`config.mk`:
```
export PLATFORM = sky130hd
export DESIGN_NAME = led_mem_arbiter_flat
export DESIGN_NICKNAME = d
export VERILOG_FILES = /design/src/rtl/led_mem_pkg.sv /design/src/rtl/led_mem_arbiter_if.sv /design/src/rtl/led_mem_outstanding_ctr.sv /design/src/rtl/led_mem_arbiter.sv /design/src/flat_wrapper.sv
export SDC_FILE = /design/constraint.sdc
export NUM_CORES = 1
export LEC_CHECK = 0
export ABC_CLOCK_PERIOD_IN_PS = 3800
export CAP_MARGIN = 25
export CORE_ASPECT_RATIO = 1.75
export CORE_MARGIN = 2
export CORE_UTILIZATION = 40
export DETAILED_ROUTE_END_ITERATION = 12
export GPL_TIMING_DRIVEN = 0
export PLACE_DENSITY_LB_ADDON = 0.15
export SLEW_MARGIN = 20
export SYNTH_ARGS = -nofsm -noshare
export SYNTH_HDL_FRONTEND = slang
export SYNTH_HIERARCHICAL = 1
export SYNTH_SLANG_ARGS = --single-unit
```
`constraint.sdc`:
```
create_clock -name clk_device -period 3.8 [get_ports clk_device]
set_input_delay 0.76 -clock clk_device [delete_from_list [all_inputs] [get_ports clk_device]]
set_output_delay 0.76 -clock clk_device [all_outputs]
set_load 0.01 [all_outputs]
```
`src/rtl/led_mem_pkg.sv`:
```
// Shared types and constants for the frame-memory arbiter: flip sequencer
// states, command encodings and bank-bit placement.
package led_mem_pkg;

  typedef enum logic [1:0] {
    FLIP_IDLE  = 2'd0,
    FLIP_DRAIN = 2'd1,
    FLIP_SWAP  = 2'd2
  } flip_state_e;

  localparam logic CMD_READ  = 1'b0;
  localparam logic CMD_WRITE = 1'b1;

  localparam int DEFAULT_ADDRESS_WIDTH = 25;
  localparam int BANK_BIT              = DEFAULT_ADDRESS_WIDTH - 1;

  // Bank bit sits at the top of the full memory address.
  function automatic int bank_bit(input int address_width);
    return address_width - 1;
  endfunction

endpackage

```
`src/rtl/led_mem_arbiter_if.sv`:
```
// Bundle of requester, flip and memory-port signals around the arbiter.
// slave is the arbiter's view; master is the surrounding system's view.
interface led_mem_arbiter_if #(
  parameter int ADDRESS_WIDTH = 25
);
  logic                     wr_valid;
  logic [ADDRESS_WIDTH-2:0] wr_addr;
  logic [7:0]               wr_data;
  logic                     wr_ready;
  logic                     rd_valid;
  logic [ADDRESS_WIDTH-2:0] rd_addr;
  logic                     rd_ready;
  logic [7:0]               rd_data;
  logic                     rd_data_valid;
  logic                     flip_req;
  logic                     flip_done;
  logic                     frame_buffer_select;
  logic                     mem_cmd_valid;
  logic                     mem_cmd_wr;
  logic [ADDRESS_WIDTH-1:0] mem_addr;
  logic [7:0]               mem_wdata;
  logic                     mem_cmd_ready;
  logic [7:0]               mem_rdata;
  logic                     mem_rdata_valid;
  logic                     err_underflow;

  modport slave (
    input  wr_valid, wr_addr, wr_data, rd_valid, rd_addr, flip_req,
           mem_cmd_ready, mem_rdata, mem_rdata_valid,
    output wr_ready, rd_ready, rd_data, rd_data_valid, flip_done,
           frame_buffer_select, mem_cmd_valid, mem_cmd_wr, mem_addr,
           mem_wdata, err_underflow
  );

  modport master (
    output wr_valid, wr_addr, wr_data, rd_valid, rd_addr, flip_req,
           mem_cmd_ready, mem_rdata, mem_rdata_valid,
    input  wr_ready, rd_ready, rd_data, rd_data_valid, flip_done,
           frame_buffer_select, mem_cmd_valid, mem_cmd_wr, mem_addr,
           mem_wdata, err_underflow
  );
endinterface

```
`src/rtl/led_mem_outstanding_ctr.sv`:
```
// Counts reads accepted by memory but not yet returned; flags a return that
// arrives with nothing outstanding (sticky until reset).
module led_mem_outstanding_ctr #(
  parameter int MAX_COUNT = 4,
  parameter int WIDTH     = 3
) (
  input  logic             clk_device,
  input  logic             reset_n,
  input  logic             inc_i,
  input  logic             dec_i,
  output logic [WIDTH-1:0] count_o,
  output logic             underflow_o
);

  logic [WIDTH-1:0] count_q;
  logic             underflow_q;

  always_ff @(posedge clk_device or negedge reset_n) begin
    if (!reset_n) begin
      count_q     <= '0;
      underflow_q <= 1'b0;
    end else begin
      unique case ({inc_i, dec_i})
        2'b10: begin
          if (count_q != WIDTH'(MAX_COUNT)) begin
            count_q <= count_q + 1'b1;
          end
        end
        2'b01: begin
          if (count_q == '0) begin
            underflow_q <= 1'b1;
          end else begin
            count_q <= count_q - 1'b1;
          end
        end
        2'b11: begin
          // An unmatched return alongside a new issue still leaves that new
          // read outstanding.
          if (count_q == '0) begin
            underflow_q <= 1'b1;
            count_q     <= WIDTH'(1);
          end
        end
        default: ;
      endcase
    end
  end

  assign count_o     = count_q;
  assign underflow_o = underflow_q;

endmodule

```
`src/rtl/led_mem_arbiter.sv`:
```
// Arbitrates host writes and scan-out reads onto the single frame-memory
// command port, tracks reads in flight and sequences front/back buffer flips.
module led_mem_arbiter
  import led_mem_pkg::*;
#(
  parameter int ADDRESS_WIDTH   = 25,
  parameter int STARVE_LIMIT    = 8,
  parameter int MAX_OUTSTANDING = 4
) (
  input logic              clk_device,
  input logic              reset_n,
  led_mem_arbiter_if.slave bus
);

  localparam int BANK = bank_bit(ADDRESS_WIDTH);
  localparam int CW   = $clog2(MAX_OUTSTANDING + 2);
  localparam int SW   = 8;

  localparam logic [CW-1:0] MAX_OUT_C = CW'(MAX_OUTSTANDING);
  localparam logic [SW-1:0] STARVE_C  = SW'(STARVE_LIMIT);

  logic                     cmd_valid_q, cmd_valid_d;
  logic                     cmd_wr_q, cmd_wr_d;
  logic [ADDRESS_WIDTH-1:0] cmd_addr_q, cmd_addr_d;
  logic [7:0]               cmd_wdata_q, cmd_wdata_d;
  logic [SW-1:0]            starve_q, starve_d;

  flip_state_e flip_state_q;
  logic        flip_pending_q;
  logic        flip_done_q;
  logic        fbs_q;

  logic [7:0] rd_data_q;
  logic       rd_data_valid_q;

  logic [CW-1:0] out_cnt;
  logic          underflow;

  logic load_en;
  logic rd_in_cmd;
  logic rd_eligible;
  logic wr_forced;
  logic wr_grant;
  logic rd_grant;
  logic rd_issue;

  // The output stage can take a new command when it is empty or draining now.
  assign load_en     = reset_n && (!cmd_valid_q || bus.mem_cmd_ready);
  assign rd_in_cmd   = cmd_valid_q && (cmd_wr_q == CMD_READ);
  assign rd_eligible = bus.rd_valid && !flip_pending_q
                       && ((out_cnt + CW'(rd_in_cmd)) < MAX_OUT_C);
  assign wr_forced   = (starve_q == STARVE_C);
  assign wr_grant    = load_en && bus.wr_valid && (!rd_eligible || wr_forced);
  assign rd_grant    = load_en && rd_eligible && !wr_grant;
  assign rd_issue    = rd_in_cmd && bus.mem_cmd_ready;

  always_comb begin
    cmd_valid_d = cmd_valid_q;
    cmd_wr_d    = cmd_wr_q;
    cmd_addr_d  = cmd_addr_q;
    cmd_wdata_d = cmd_wdata_q;
    if (load_en) begin
      cmd_valid_d = wr_grant || rd_grant;
      if (wr_grant) begin
        cmd_wr_d               = CMD_WRITE;
        cmd_addr_d[BANK]       = ~fbs_q;
        cmd_addr_d[BANK-1:0]   = bus.wr_addr;
        cmd_wdata_d            = bus.wr_data;
      end else if (rd_grant) begin
        cmd_wr_d               = CMD_READ;
        cmd_addr_d[BANK]       = fbs_q;
        cmd_addr_d[BANK-1:0]   = bus.rd_addr;
        cmd_wdata_d            = 8'h00;
      end
    end
  end

  always_comb begin
    starve_d = '0;
    if (bus.wr_valid && !wr_grant) begin
      starve_d = (starve_q == STARVE_C) ? starve_q : starve_q + 1'b1;
    end
  end

  always_ff @(posedge clk_device or negedge reset_n) begin
    if (!reset_n) begin
      cmd_valid_q     <= 1'b0;
      cmd_wr_q        <= CMD_READ;
      cmd_addr_q      <= '0;
      cmd_wdata_q     <= '0;
      starve_q        <= '0;
      rd_data_q       <= '0;
      rd_data_valid_q <= 1'b0;
    end else begin
      cmd_valid_q     <= cmd_valid_d;
      cmd_wr_q        <= cmd_wr_d;
      cmd_addr_q      <= cmd_addr_d;
      cmd_wdata_q     <= cmd_wdata_d;
      starve_q        <= starve_d;
      rd_data_q       <= bus.mem_rdata;
      rd_data_valid_q <= bus.mem_rdata_valid;
    end
  end

  // Flip waits until every read of the old bank has returned, so no read
  // ever straddles the bank change.
  always_ff @(posedge clk_device or negedge reset_n) begin
    if (!reset_n) begin
      flip_state_q   <= FLIP_IDLE;
      flip_pending_q <= 1'b0;
      flip_done_q    <= 1'b0;
      fbs_q          <= 1'b0;
    end else begin
      flip_done_q <= 1'b0;
      unique case (flip_state_q)
        FLIP_IDLE: begin
          if (bus.flip_req) begin
            flip_state_q   <= FLIP_DRAIN;
            flip_pending_q <= 1'b1;
          end
        end
        FLIP_DRAIN: begin
          if ((out_cnt == '0) && !rd_in_cmd) begin
            flip_state_q <= FLIP_SWAP;
          end
        end
        FLIP_SWAP: begin
          fbs_q          <= ~fbs_q;
          flip_done_q    <= 1'b1;
          flip_pending_q <= 1'b0;
          flip_state_q   <= FLIP_IDLE;
        end
        default: flip_state_q <= FLIP_IDLE;
      endcase
    end
  end

  led_mem_outstanding_ctr #(
    .MAX_COUNT (MAX_OUTSTANDING),
    .WIDTH     (CW)
  ) u_outstanding (
    .clk_device  (clk_device),
    .reset_n     (reset_n),
    .inc_i       (rd_issue),
    .dec_i       (bus.mem_rdata_valid),
    .count_o     (out_cnt),
    .underflow_o (underflow)
  );

  assign bus.wr_ready            = wr_grant;
  assign bus.rd_ready            = rd_grant;
  assign bus.mem_cmd_valid       = cmd_valid_q;
  assign bus.mem_cmd_wr          = cmd_wr_q;
  assign bus.mem_addr            = cmd_addr_q;
  assign bus.mem_wdata           = cmd_wdata_q;
  assign bus.rd_data             = rd_data_q;
  assign bus.rd_data_valid       = rd_data_valid_q;
  assign bus.flip_done           = flip_done_q;
  assign bus.frame_buffer_select = fbs_q;
  assign bus.err_underflow       = underflow;

endmodule

```
`src/flat_wrapper.sv`:
```
// flat-port wrapper written by rule: the top's interface ports become plain ports
module led_mem_arbiter_flat import led_mem_pkg::*;
#(
  parameter int ADDRESS_WIDTH   = 25,
  parameter int STARVE_LIMIT    = 8,
  parameter int MAX_OUTSTANDING = 4
)
  (clk_device, reset_n, bus_wr_valid, bus_wr_addr, bus_wr_data, bus_rd_valid, bus_rd_addr, bus_flip_req, bus_mem_cmd_ready, bus_mem_rdata, bus_mem_rdata_valid, bus_wr_ready, bus_rd_ready, bus_rd_data, bus_rd_data_valid, bus_flip_done, bus_frame_buffer_select, bus_mem_cmd_valid, bus_mem_cmd_wr, bus_mem_addr, bus_mem_wdata, bus_err_underflow);
  led_mem_arbiter_if #(.ADDRESS_WIDTH(ADDRESS_WIDTH)) bus_i ();
  input logic clk_device;
  input logic reset_n;
  input wire logic [$bits(bus_i.wr_valid)-1:0] bus_wr_valid;
  input wire logic [$bits(bus_i.wr_addr)-1:0] bus_wr_addr;
  input wire logic [$bits(bus_i.wr_data)-1:0] bus_wr_data;
  input wire logic [$bits(bus_i.rd_valid)-1:0] bus_rd_valid;
  input wire logic [$bits(bus_i.rd_addr)-1:0] bus_rd_addr;
  input wire logic [$bits(bus_i.flip_req)-1:0] bus_flip_req;
  input wire logic [$bits(bus_i.mem_cmd_ready)-1:0] bus_mem_cmd_ready;
  input wire logic [$bits(bus_i.mem_rdata)-1:0] bus_mem_rdata;
  input wire logic [$bits(bus_i.mem_rdata_valid)-1:0] bus_mem_rdata_valid;
  output wire logic [$bits(bus_i.wr_ready)-1:0] bus_wr_ready;
  output wire logic [$bits(bus_i.rd_ready)-1:0] bus_rd_ready;
  output wire logic [$bits(bus_i.rd_data)-1:0] bus_rd_data;
  output wire logic [$bits(bus_i.rd_data_valid)-1:0] bus_rd_data_valid;
  output wire logic [$bits(bus_i.flip_done)-1:0] bus_flip_done;
  output wire logic [$bits(bus_i.frame_buffer_select)-1:0] bus_frame_buffer_select;
  output wire logic [$bits(bus_i.mem_cmd_valid)-1:0] bus_mem_cmd_valid;
  output wire logic [$bits(bus_i.mem_cmd_wr)-1:0] bus_mem_cmd_wr;
  output wire logic [$bits(bus_i.mem_addr)-1:0] bus_mem_addr;
  output wire logic [$bits(bus_i.mem_wdata)-1:0] bus_mem_wdata;
  output wire logic [$bits(bus_i.err_underflow)-1:0] bus_err_underflow;
  assign bus_i.wr_valid = bus_wr_valid;
  assign bus_i.wr_addr = bus_wr_addr;
  assign bus_i.wr_data = bus_wr_data;
  assign bus_i.rd_valid = bus_rd_valid;
  assign bus_i.rd_addr = bus_rd_addr;
  assign bus_i.flip_req = bus_flip_req;
  assign bus_i.mem_cmd_ready = bus_mem_cmd_ready;
  assign bus_i.mem_rdata = bus_mem_rdata;
  assign bus_i.mem_rdata_valid = bus_mem_rdata_valid;
  assign bus_wr_ready = bus_i.wr_ready;
  assign bus_rd_ready = bus_i.rd_ready;
  assign bus_rd_data = bus_i.rd_data;
  assign bus_rd_data_valid = bus_i.rd_data_valid;
  assign bus_flip_done = bus_i.flip_done;
  assign bus_frame_buffer_select = bus_i.frame_buffer_select;
  assign bus_mem_cmd_valid = bus_i.mem_cmd_valid;
  assign bus_mem_cmd_wr = bus_i.mem_cmd_wr;
  assign bus_mem_addr = bus_i.mem_addr;
  assign bus_mem_wdata = bus_i.mem_wdata;
  assign bus_err_underflow = bus_i.err_underflow;
  led_mem_arbiter #(.ADDRESS_WIDTH(ADDRESS_WIDTH), .STARVE_LIMIT(STARVE_LIMIT), .MAX_OUTSTANDING(MAX_OUTSTANDING)) u_core (.clk_device(clk_device), .reset_n(reset_n), .bus(bus_i));
endmodule
```
Word level (Yosys, flattened, before mapping)
Index checks and enable logic that the tools add are counted.
{"block": "word_totals", "ff_bits": 61, "elab_cells": 81, "inputBits": 71, "output_inout_bits": 49}
{"block": "op_classes", "n_mux": 18, "n_reduce_logical": 30, "n_bitwise": 2, "n_eq_ne": 13, "n_lt_le_gt_ge": 1, "add_sub_neg": 4}
{"cell": "25-bit two-way mux", "count": 2}
{"cell": "8-bit two-way mux", "count": 4}
{"cell": "1-bit logical AND", "count": 11}
{"cell": "3-bit two-way mux", "count": 3}
{"cell": "3-bit one-hot mux with 3 select lines", "count": 1}
{"cell": "8-bit by 1-bit adder with 8-bit output, second input constant", "count": 1}
{"cell": "8-bit by 4-bit == test with 1-bit output, second input constant", "count": 1}
{"cell": "2-bit != test, second input constant", "count": 4}
{"cell": "2-bit AND reduction", "count": 4}
{"cell": "2-bit == test, second input constant", "count": 3}
{"cell": "1-bit zero test", "count": 5}
{"cell": "2-bit by 1-bit == test with 1-bit output, second input constant", "count": 2}
{"cell": "1-bit two-way mux", "count": 4}
{"cell": "2-bit two-way mux", "count": 2}
{"cell": "2-bit by 1-bit != test with 1-bit output, second input constant", "count": 2}
{"cell": "2-bit one-hot mux with 2 select lines", "count": 1}
{"cell": "4-bit AND reduction", "count": 1}
{"cell": "2-bit nonzero test", "count": 2}
{"cell": "3-bit by 1-bit adder with 3-bit output", "count": 1}
{"cell": "3-bit by 1-bit adder with 3-bit output, second input constant", "count": 1}
{"cell": "3-bit zero test", "count": 1}
{"cell": "1-bit logical OR", "count": 3}
{"cell": "3-bit less-than comparator, second input constant", "count": 1}
{"cell": "3-bit != test, second input constant", "count": 1}
{"cell": "6 further kinds", "count": 7}

Logic depth before layout (Yosys ltp)
Gate-level depths: netlist (run 1).
{"block": "logic_depth", "depth_word": 12, "ltp_mapped": 8, "mapped_depth_nobuf": 8}

By module
The synthesis (run 1) kept the hierarchy.
{"module": "led_mem_arbiter", "n_inst": 1, "cells_each": 230, "seq_area_each_um2": 1426.4, "area_per_inst_um2": 2499.9}
{"module": "led_mem_outstanding_ctr", "n_inst": 1, "cells_each": 36, "seq_area_each_um2": 100.1, "area_per_inst_um2": 331.6}

Worst setup path after synthesis (run 1)
No wires, ideal clock.
{"block": "synth_timing", "path_kind": "input -> output", "start": "in bus_rd_valid", "end": "out bus_rd_ready", "setup_slack_ns": 1.295, "n_path_buf": 2, "required_time_ns": 3.040, "cell_stages": 5, "t_arrival_ns": 1.745, "cell_sequence": "or3b_1 mux2i_4 o211a_1 buf_6 buf_6"}
{"block": "synth_between", "elab_chain_cells": 7, "word_cells_on_any_way": 8, "classes_between": "reduce/logical: 8"}
{"element": "start: declaration", "line_no": "flat_wrapper.sv:15", "text": "input wire logic [$bits(bus_i.rd_valid)-1:0] bus_rd_valid;"}
{"element": "1-bit logical AND (*)", "line_no": "led_mem_arbiter.sv:50", "text": "assign rd_eligible = bus.rd_valid && !flip_pending_q"}
{"element": "1-bit logical AND (*)", "line_no": "led_mem_arbiter.sv:51", "text": "&& ((out_cnt + CW'(rd_in_cmd)) < MAX_OUT_C);"}
{"element": "1-bit zero test", "line_no": "led_mem_arbiter.sv:53", "text": "assign wr_grant = load_en && bus.wr_valid && (!rd_eligible || wr_forced);"}
{"element": "1-bit logical OR", "line_no": "led_mem_arbiter.sv:53"}
{"element": "1-bit logical AND", "line_no": "led_mem_arbiter.sv:53"}
{"element": "1-bit zero test", "line_no": "led_mem_arbiter.sv:54", "text": "assign rd_grant = load_en && rd_eligible && !wr_grant;"}
{"element": "1-bit logical AND (*)", "line_no": "led_mem_arbiter.sv:54"}
{"element": "end: declaration", "line_no": "flat_wrapper.sv:22", "text": "output wire logic [$bits(bus_i.rd_ready)-1:0] bus_rd_ready;"}
Every way passes the cells marked *; elsewhere a longest branch is shown, timed or not.

Final worst setup path (run 1)
Same ends and word-level chain as after synthesis.

==> flow_summary.toml, run 1 <==
[critical_path]
crit_required_ns = 3.04
worst-path-max-fanout = 10
path_buf_inv = 4
cp_top_family = "buffers and inverters"
reg2reg_from = "u_core/bus.mem_cmd_valid"
r2r-end = "u_core/u_outstanding/count_o[2]"
crit_cells = 7
worst-r2r-setup-slack_ns = 1.58
slowest_delay_ns = 0.54
critPathKind = "in2out"
cp-end-kind = "primary output"
reg2regPathDepth = 8
crit_path_cell_trace = "clkdlybuf4s50_1 > or3b_1 > mux2i_4 > o211a_1 > buf_6 > buf_6 > clkdlybuf4s50_1"
crit_arrival_ns = 2.86
critical_path.slowest_cell = "clkdlybuf4s50_1"
critPathLaunchType = "input port"

[cts]
cts-resized-gates = 0
ctsHoldBuffers = 0
htree_levels = 3
clockRootBuffer = "clkbuf_16"
post_cts_buffers = 0
worstSkewPairLatency_ns = 0.32
clock_sinks = 61
clkTransAtPathRegs_ns = 0.05
cts_buffers = 9
clk_path_buf_depth = 2
tritoncts = "built"

[yosys]
syn-instance-count = 266
synth_area_um2 = 2831
synth_top_cell_by_area = "dfrtp_1"
syn-num-nets = 340
yosysUniqueCellTypes = 47
synth_top_area_share_pct = 53.91
avgSynthCellArea_um2 = 10.64
ys_seq_elements = 61
synth_seq_area_share_pct = 53.91
synthFlopType = "dfrtp_1"
async_reset_ff_share_pct = 100.0
synth_area_leaders = "dfrtp_1, inv_1, a222oi_1"
synth_edf_count = 0
ys.warnings.count = 6

[routing]
antenna_left = 0
drcViolationCount = 0
wl_um = 7298
wl_per_cell_um = 15.02
vias = 2469
drtPass1Iterations = 7
drtIter0Drc = 205
avgViaCountPerCell = 5.080

[global_route]
antenna_found_initial = 0
grt_first_pass_wirelength_um = 11540
grt_usage_pct = 19.71
grt_overflow_total = 0
grt_max_degree = 54
grt_pass1_vias = 2456

[finish]
drive_above_1_share_pct = 8.706
antenna_cells = 0
layout.area.seq_um2 = 1526
final_nets = 471
multi_input_area_um2 = 897.1
synthToLayoutAreaGrowth_pct = 57.31
final_area_um2 = 4454
final_cells = 486
fillerInstances = 566

[floorplan]
die_w_um = 67.60
core_um2 = 6857
rows = 40
num_io_pins = 120
dieHeight_um = 115.3
die-area_um2 = 7794
start_util_pct = 41.30

[placed_design]
dp_hpwl_um = 5414
dp.cells = 470
portBuffers = 119
place.gp.congestion = 0.7697
dpl_cell_area_um2 = 4153

[status]
outcome = "finished clean"

[run]
cap_viol_max_count = 0

[power_and_ir_drop]
pwr_density_cell_nw_per_um2 = 573.4
ir_drop_v = 0.0003273
p_leak_nw = 2.175
fin_total_pwr_mw = 2.554

[timing]
whs_ns = 0.2789
skew_ns = 0.005350
period_share_pct = 95.32
period_needed_ns = 3.622
setup_violations = 0
hold_viol_final = 0
tns_ns = 0
rsz0062_at_grt = "no"
max_slew_margin_pct = 67.79
finalMaxSlewViolations = 0
tightest_slew_ns = 0.4822
max_freq_ghz = 0.2761

[hold_path]
hp-class = "in2async"
cell type report:
| class | count | share of cell area, % |
|---|---|---|
| clock buffer | 10 | 5.365 |
| sequential | 61 | 34.27 |
| buffer | 14 | 2.331 |
| timing repair buffer | 120 | 27.30 |
| clock inverter | 6 | 1.404 |
| tap | 84 | 2.360 |
| multi-input combinational | 110 | 20.14 |
| inverter | 81 | 6.826 |
worst max path at each step:
stage                 startpoint           end  slack, ns
floorplan           bus_rd_valid  bus_rd_ready       1.29
global placement         reset_n  bus_wr_ready      -2.36
detailed placement  bus_rd_valid  bus_rd_ready       0.17
CTS                 bus_rd_valid  bus_rd_ready       0.17
global route             reset_n  bus_wr_ready        0.1
finish              bus_rd_valid  bus_rd_ready       0.18
placed cells by master, fill, tap and decap left out, types with 4 or more instances in the layout:
cell / count
a222oi_1: 24
inv_1: 81
dfrtp_1: 61
nand2b_1: 4
xnor2_1: 4
buf_6: 6
buf_2: 5
o21ai_0: 4
xor2_1: 5
clkbuf_16: 9
a22o_1: 9
nor2_1: 7
nor3_1: 9
clkdlybuf4s50_1: 118
synth_stat cells (2+ instances only):
cell	instances
a21oi_1	3
a222oi_1	24
a22o_1	9
and3_1	3
buf_2	5
buf_6	6
clkbuf_1	3
dfrtp_1	61
ha_1	3
inv_1	81
mux2i_1	2
nand2b_1	4
nand3_1	2
nand3b_1	3
nor2_1	7
nor3_1	9
o21ai_0	4
xnor2_1	4
xor2_1	5
per-layer routing:
metal	track usage (%)	vias up	wire length (um)
met1	22.68	1203	2854
met3	6.164	8	594
met5	0	-	0
li1	-	1176	-
met2	32.81	82	3731
met4	8.844	0	118
cells by family after synthesis:
logic type / after synthesis / synth area share, %
and+or+nand+nor: 39 / 8.529
DFF: 61 / 53.91
xor gates and xnor gates: 9 / 2.784
AOI/OAI and AO/OA: 56 / 17.54
adders and majority gates: 3 / 1.326
buffers and inverters: 95 / 14.41
muxes: 3 / 1.502
where the power goes:
group	leakage [nW]	switching [mW]	internal, mW	total, mW
clock network	0.140	0.278	0.522	0.800
registers	0.715	0.109	0.809	0.919
logic	1.32	0.354	0.482	0.836
stage by stage:
| step | util, % | setup WS, ns |
|---|---|---|
| after floorplan | - | 1.295 |
| after global placement | 60.20 | -2.363 |
| after detailed placement | 60.57 | 0.1746 |
| after CTS | 64.96 | 0.1680 |
| after global routing | 64.96 | 0.09799 |
| final | 64.96 | 0.1777 |
state kept, by name, summed over array words and instances, names as in the netlist, 2 cells and up:
name	count
u_core/bus.rd_data	8
u_core/u_outstanding/count_o	3
u_core/starve_q	8
u_core/flip_state_q	2
u_core/bus.mem_addr	25
u_core/bus.mem_wdata	8
(Power assumes the default switching activity.)
==> inputs of run 2 (changes only) <==
--- a/config.mk
+++ b/config.mk
@@ -12,7 +12,8 @@
 export CORE_UTILIZATION = 40
 export DETAILED_ROUTE_END_ITERATION = 12
 export GPL_TIMING_DRIVEN = 0
-export PLACE_DENSITY_LB_ADDON = 0.15
+export PLACE_DENSITY = 0.73
+export SKIP_CTS_REPAIR_TIMING = 1
 export SLEW_MARGIN = 20
 export SYNTH_ARGS = -nofsm -noshare
 export SYNTH_HDL_FRONTEND = slang
==> run 2 against run 1 <==
  * Count of clock-buffer cells in the layout is 2 higher
  * Utilization up 0.37 points
  * Register-to-register slack about the same
  * First-iteration DRC count up 11%
  * Hold slack lost 0.0073 ns
  * Global-route usage increased by 0.64 points
  * Sequential power grew 0.7%
  * Cell area rose by 0.56%
  * Power increased by 3.3%
  * Maximum frequency down 0.53%
  * Combinational power about the same
  * Largest cell class unchanged
  * Highest routed layer unchanged
==> flow_summary.toml, run 2 (same netlist as run 1, synthesis figures left out) <==
[cts]
clockRootBuffer = "clkbuf_16"
tritoncts = "built"
clock_sinks = 61
cts_buffers = 9
clk_path_buf_depth = 2
worstSkewPairLatency_ns = 0.32
htree_levels = 3
clkTransAtPathRegs_ns = 0.05

[routing]
drcViolationCount = 0
wl_um = 7489
drtIter0Drc = 227
wl_per_cell_um = 15.41
vias = 2440
antenna_left = 0
avgViaCountPerCell = 5.021
drtPass1Iterations = 5

[global_route]
grt_overflow_total = 0
grt_max_degree = 55
antenna_found_initial = 0
grt_usage_pct = 20.35
grt_first_pass_wirelength_um = 11670
grt_pass1_vias = 2463

[placed_design]
dp_hpwl_um = 5482
place.gp.congestion = 0.8186
dp.cells = 470
portBuffers = 119

[timing]
max_slew_margin_pct = 62.02
whs_ns = 0.2716
period_share_pct = 95.83
rsz0062_at_grt = "no"
skew_ns = 0.007700
hold_viol_final = 0
setup_violations = 0
max_freq_ghz = 0.2746
period_needed_ns = 3.642
tns_ns = 0
tightest_slew_ns = 0.5698
finalMaxSlewViolations = 0

[critical_path]
critPathLaunchType = "input port"
worst-r2r-setup-slack_ns = 1.58
crit_arrival_ns = 2.88
critPathKind = "in2out"
cp-startpoint = "bus_rd_valid"
crit_required_ns = 3.04
worst-path-max-fanout = 10
crit_path_cell_trace = "clkdlybuf4s50_1 > or3b_1 > mux2i_4 > o211a_1 > buf_6 > buf_6 > clkdlybuf4s50_1"
slowest_delay_ns = 0.54
critical_path.slowest_cell = "clkdlybuf4s50_1"
reg2reg_from = "u_core/bus.mem_cmd_valid"
cp-end-kind = "primary output"
reg2regPathDepth = 8
r2r-end = "u_core/u_outstanding/count_o[2]"

[power_and_ir_drop]
p_leak_nw = 2.197
pwr_density_cell_nw_per_um2 = 588.8
ir_drop_v = 0.0003288
fin_total_pwr_mw = 2.638

[floorplan]
rows = 40
num_io_pins = 120
core_um2 = 6857
die-area_um2 = 7794
dieHeight_um = 115.3
die_w_um = 67.60
start_util_pct = 41.30

[finish]
final_util_pct = 65.33
fillerInstances = 570
final_cell_mix = "clkdlybuf4s50_1, inv_1, dfrtp_1, a222oi_1"
layout_commonest_cell = "clkdlybuf4s50_1"
largest_reg_flops = 25
final_cells = 486
final_nets = 471
drive_above_1_share_pct = 8.458
layout.area.seq_um2 = 1526
multi_input_area_um2 = 897.1
synthToLayoutAreaGrowth_pct = 58.20
antenna_cells = 0

[run]
cap_viol_max_count = 0

[hold_path]
hp-class = "in2async"

[status]
outcome = "finished clean"
-- run 2: changes by cell type in the layout (fill, tap and decap cells not counted), sizes merged --
cell | before | now
clkinvlp | 3 | 0
clkbuf | 13 | 15
bufinv | 1 | 2
-- run 2: where the power goes --
part	switching [mW]	internal (mW)
sequential	0.115	0.810
clock	0.269	0.607
combinational	0.355	0.482
-- run 2: final cells by class --
cell class	instances	area share (%)
flip-flops and latches	61	34.08
repair buffers	120	27.15
multi-input cells	110	20.03
inverters	81	6.788
clock buffers	12	5.726
plain buffers	14	2.318
well taps	84	2.346
clock inverters	4	1.564
-- run 2: layer usage --
metal	vias up	wire length (um)	track usage, %
met4	0	122	8.435
li1	1166	-	-
met3	9	453	5.382
met1	1184	2880	21.97
met5	-	0	0
met2	81	4033	36.34
-- run 2: stage by stage --
| step | area, um2 | worst slack, ns |
|---|---|---|
| floorplan | 2831 | 1.295 |
| global placement | 4128 | -2.293 |
| detailed placement | 4153 | 0.1586 |
| CTS | 4479 | 0.1563 |
| global route | 4479 | 0.04568 |
| finish | 4479 | 0.1584 |
-- run 2: how the worst max path moves through the flow --
stage | to | slack (ns) | cells after the start
floorplan | bus_rd_ready | 1.29 | 5
global placement | bus_wr_ready | -2.29 | 5
detailed placement | bus_rd_ready | 0.16 | 7
CTS | bus_rd_ready | 0.16 | 7
global route | bus_wr_ready | 0.05 | 6
finish | bus_rd_ready | 0.16 | 7
-- run 2: worst max-delay path, delay by kind of cell --
family / cells / cell delay (ns)
buf+inv: 4 / 1.31
simple gates: 1 / 0.39
mux: 1 / 0.22
compound gates: 1 / 0.20
